===== config.mk =====
export PLATFORM = sky130hd
export DESIGN_NAME = serial_adder_ctrl
export DESIGN_NICKNAME = d
export VERILOG_FILES = /design/src/rtl/serial_adder_pkg.sv /design/src/rtl/full_adder.sv /design/src/rtl/serial_adder_ctrl.sv
export SDC_FILE = /design/constraint.sdc
export NUM_CORES = 1
export LEC_CHECK = 0
export ABC_AREA = 1
export ABC_CLOCK_PERIOD_IN_PS = 1700
export BUFFER_PORTS_ARGS = -buffer_cell sky130_fd_sc_hd__buf_2
export CAP_MARGIN = 25
export CORE_MARGIN = 1.5
export CORE_UTILIZATION = 40
export CTS_BUF_LIST = sky130_fd_sc_hd__clkbuf_2 sky130_fd_sc_hd__clkbuf_4 sky130_fd_sc_hd__clkbuf_8
export CTS_CLUSTER_DIAMETER = 100
export DETAILED_ROUTE_END_ITERATION = 8
export PLACE_DENSITY_LB_ADDON = 0.25
export SLEW_MARGIN = 20
export SYNTH_ARGS = -nofsm -noshare
export SYNTH_HDL_FRONTEND = slang
export SYNTH_SLANG_ARGS = --single-unit

===== constraint.sdc =====
create_clock -name clk -period 1.7 [get_ports clk]
set_clock_uncertainty 0.05 [all_clocks]
set_input_delay 0.17 -clock clk [delete_from_list [all_inputs] [get_ports clk]]
set_output_delay 0.17 -clock clk [all_outputs]
set_load 0.01 [all_outputs]

===== src/rtl/serial_adder_pkg.sv =====
// Shared types and helpers for the bit-serial adder controller.
package serial_adder_pkg;

  typedef enum logic [1:0] {
    IDLE = 2'd0,
    RUN  = 2'd1,
    DONE = 2'd2
  } sa_state_t;

  // Bit counter width; a single-bit operand still needs a one-bit counter.
  function automatic int cnt_width(input int w);
    return (w > 1) ? $clog2(w) : 1;
  endfunction

endpackage


===== src/rtl/full_adder.sv =====
// One-bit full adder used as the bit-slice of the serial adder.
module full_adder (
  input  logic a,
  input  logic b,
  input  logic ci,
  output logic sum,
  output logic co
);

  assign sum = a ^ b ^ ci;
  assign co  = (a & b) | (a & ci) | (b & ci);

endmodule


===== src/rtl/serial_adder_ctrl.sv =====
// Bit-serial adder: one full_adder walks the carry chain LSB first over W
// cycles; operands enter on a valid/ready slave port, the result leaves on
// a valid/ready master port.
module serial_adder_ctrl
  import serial_adder_pkg::*;
#(
  parameter int W = 8
) (
  input  logic         clk,
  input  logic         rstn,
  input  logic         s_valid,
  output logic         s_ready,
  input  logic [W-1:0] a,
  input  logic [W-1:0] b,
  input  logic         ci,
  output logic         m_valid,
  input  logic         m_ready,
  output logic [W-1:0] sum,
  output logic         co,
  output logic         busy
);

  localparam int CW = cnt_width(W);

  sa_state_t       state_q;
  sa_state_t       state_nxt;
  logic [W-1:0]    a_sh;
  logic [W-1:0]    b_sh;
  logic [W-1:0]    acc;
  logic [W-1:0]    acc_nxt;
  logic [W-1:0]    sum_q;
  logic            carry;
  logic            co_q;
  logic [CW-1:0]   cnt;
  logic            last_bit;
  logic            fa_sum;
  logic            fa_co;

  full_adder u_fa (
    .a   (a_sh[0]),
    .b   (b_sh[0]),
    .ci  (carry),
    .sum (fa_sum),
    .co  (fa_co)
  );

  // Shift the accumulator right and drop the new sum bit into the MSB.
  always_comb begin
    acc_nxt        = acc >> 1;
    acc_nxt[W-1]   = fa_sum;
    last_bit       = (cnt == CW'(W - 1));
  end

  // State register plus operand shifters, carry flop, counter and result.
  always_ff @(posedge clk) begin
    if (!rstn) begin
      state_q <= IDLE;
      a_sh    <= '0;
      b_sh    <= '0;
      acc     <= '0;
      carry   <= 1'b0;
      cnt     <= '0;
      sum_q   <= '0;
      co_q    <= 1'b0;
    end else begin
      state_q <= state_nxt;
      case (state_q)
        IDLE: begin
          if (s_valid) begin
            a_sh  <= a;
            b_sh  <= b;
            carry <= ci;
            cnt   <= '0;
          end
        end
        RUN: begin
          a_sh  <= a_sh >> 1;
          b_sh  <= b_sh >> 1;
          acc   <= acc_nxt;
          carry <= fa_co;
          cnt   <= cnt + CW'(1);
          if (last_bit) begin
            sum_q <= acc_nxt;
            co_q  <= fa_co;
          end
        end
        default: ;
      endcase
    end
  end

  // Next-state decode: accept in IDLE, leave RUN after the last bit, hold DONE until taken.
  always_comb begin
    state_nxt = state_q;
    case (state_q)
      IDLE:    if (s_valid)  state_nxt = RUN;
      RUN:     if (last_bit) state_nxt = DONE;
      DONE:    if (m_ready)  state_nxt = IDLE;
      default: state_nxt = IDLE;
    endcase
  end

  // Handshake and status outputs decoded from registered state only.
  always_comb begin
    s_ready = (state_q == IDLE);
    m_valid = (state_q == DONE);
    busy    = (state_q != IDLE);
  end

  assign sum = sum_q;
  assign co  = co_q;

endmodule


==> out/metrics.cfg <==
[placed_design]
dp_hpwl_um = 2330
post-place-ws_ps = 273
gp_congestion = 0.730
io_buffer_count = 32

[cells_and_area]
synthToLayoutAreaGrowth_pct = 16.6
multi_input_area_sq_um = 738
n_antenna_cell = 0
final_common_cell = nand2_1
fill_cells = 436
nets = 314
seqCellArea_sq_um = 761
drive_above_1_share_pct = 17.5
final_cell_mix = nand2_1 (84), nor2_1 (38), inv_1 (38), dfxtp_1 (38), buf_2 (32)

[grt]
grt_use_total_pct = 16.1
grt_pass1_vias = 1266
antenna_found_initial = 0
grt_max_degree = 37
grt_pass1_wl_um = 5580
overflow = 0

[cts]
cts_max_path_buffers = 2
h-tree-depth = 2
insertion_delay_ps = 290
cts_root_buf = clkbuf_8
clk_pin_slew_ps = 70
cts_resized = 0
hold_buffers = 0
postCtsSetupBuffers = 0
cts_buffers = 5
tritoncts = done
cts_sinks = 38

[logic_synthesis]
synth.yosys.seq_area_share_pct = 44.2
ys_seq_elements = 38
synth-xor-area-share_pct = 0
synth_area_sq_mm = 0.00172
yosys.area_share.adder_pct = 2.62
synth_top_cell_by_area = dfxtp_1
yosys.area_share.simple_pct = 28.6
synth_cells = 257
synth_top_area_share_pct = 44.2
syn-num-nets = 281
synth_compound_area_share_pct = 11.7
synth.area.mux_share_pct = 0
synthTopCellsByArea = dfxtp_1 (44%), nand2_1 (18%), inv_1 (8.3%)
postSynthAreaPerCell_sq_um = 6.70
ys_types = 18
synth_top_family_by_area = simple AND/OR/NAND/NOR gates
ys_warn_count = 0

[floorplan]
die_area_sq_mm = 0.00471
coreArea_sq_mm = 0.00406
die_h_um = 68.6
rows = 23
start_util_pct = 42.4
die_x_um = 68.6
ios = 33

[worst_setup_path]
worstSetupStartpointType = register
reg2reg_slack_ps = 260
r2r-start = state_q[1]$_SDFFE_PN0P_
rr_worst_depth = 6
cp.arrival_ps = 1580
criticalPathCategory = register to register
end_kind = register
regToRegEndpoint = carry$_SDFFE_PN0P_
required_ps = 1840
path_max_fanout = 8

[route]
wl_per_cell_um = 9.89
drtIter0Drc = 90
drc = 0
drtPass1Iterations = 4
vias_per_cell = 4.33
vias = 1478
ant_nets = 0
drt_wl_total_um = 3370

[worst_hold_path]
holdPathEnd = state_q[1]$_SDFFE_PN0P_
whs_path_depth = 4
hold_start = m_ready
hold_class = input pin to register

[timing]
max_slew_margin_pct = 45.1
fmax_mhz = 695
finalCriticalPeriod_ps = 1440
period_share_pct = 84.6
rsz0062_at_grt = false
setup_viol = 0
finalHoldViolCount = 0
setup_ws_ps = 261
finalMaxSlewViolations = 0
tightestPinTransition_ps = 820
tns_ps = 0

[power_and_ir_drop]
p_leak_nw = 1.03
power.density_mw_per_mm2 = 932
ir_worst_vdd_mv = 0.549

[outcome]
status = finished, final reports clean

[flow_run]
maxCapViolCount = 0

cells by family after synthesis:
group / count (synthesis)
simple gates: 127
buf+inv: 51
compound gates: 38
flops: 38
fa+ha+maj: 3
registers in the layout, indices dropped and copies added, names as in the netlist:
signal,count
a_sh,8
b_sh,8
sum,8
acc,7
cnt,3
state_q,2
carry,1
co,1
layer usage:
layer / routed length, um / global-route usage (%) / vias up
li1: - / - / 828
met1: 1790 / 21.4 / 615
met2: 1380 / 24.2 / 30
met3: 138 / 3.90 / 5
met4: 59 / 8.25 / 0
met5: 0 / 0 / -
worst max path at each step:
stage | cells past startpoint | start | endpoint | slack, ps
after floorplan | 6 | cnt[0]$_SDFFE_PN0P_ | co$_SDFFE_PN0P_ | 490
after global placement | 6 | state_q[1]$_SDFFE_PN0P_ | carry$_SDFFE_PN0P_ | 270
after detailed placement | 6 | state_q[1]$_SDFFE_PN0P_ | carry$_SDFFE_PN0P_ | 270
after CTS | 6 | state_q[1]$_SDFFE_PN0P_ | carry$_SDFFE_PN0P_ | 250
after global routing | 4 | state_q[0]$_SDFFE_PN0P_ | b_sh[6]$_SDFFE_PN0P_ | 80
final | 6 | state_q[1]$_SDFFE_PN0P_ | carry$_SDFFE_PN0P_ | 260
power by group:
| group | switching, W | internal [W] |
|---|---|---|
| Sequential | 0.0000261 | 0.000945 |
| Clock | 0.000306 | 0.000343 |
| Combinational | 0.000150 | 0.000102 |
| Total | 0.000482 | 0.00139 |
cell usage after synthesis (all sizes together):
master,count
a21oi,27
o21ai,11
dfxtp,38
buf,9
clkbuf,3
fa,1
nor2,40
ha,2
nand2,85
nand3,2
inv,39
critical path, cell delays in order (launching register included):
cell	delay, ps
dfxtp_1	500
inv_2	110
nand2_1	230
buf_4	200
nand2_1	80
a21oi_1	130
nor2_1	50
through the flow:
step                      hold WS, ps  std cells  cell area, sq um  util (%)  power (W)
after floorplan                   284        257              1720         -    0.00118
after global routing              101        341              2010      49.5    0.00197
final                            78.3        341              2010      49.5    0.00187
after detailed placement          388        333              1910      47.1    0.00125
after global placement            385        333              1910      47.1    0.00124
after CTS                        80.4        341              2010      49.5    0.00190
cell type report:
type	instances	area share, %
Clock buffer	7	4.49
Clock inverter	1	0.249
Inverter	39	7.29
Multi-Input combinational cell	168	36.8
Sequential cell	38	37.9
Tap cell	50	3.12
Timing Repair Buffer	38	10.2
No activity file was read; power rests on OpenSTA's default activity.
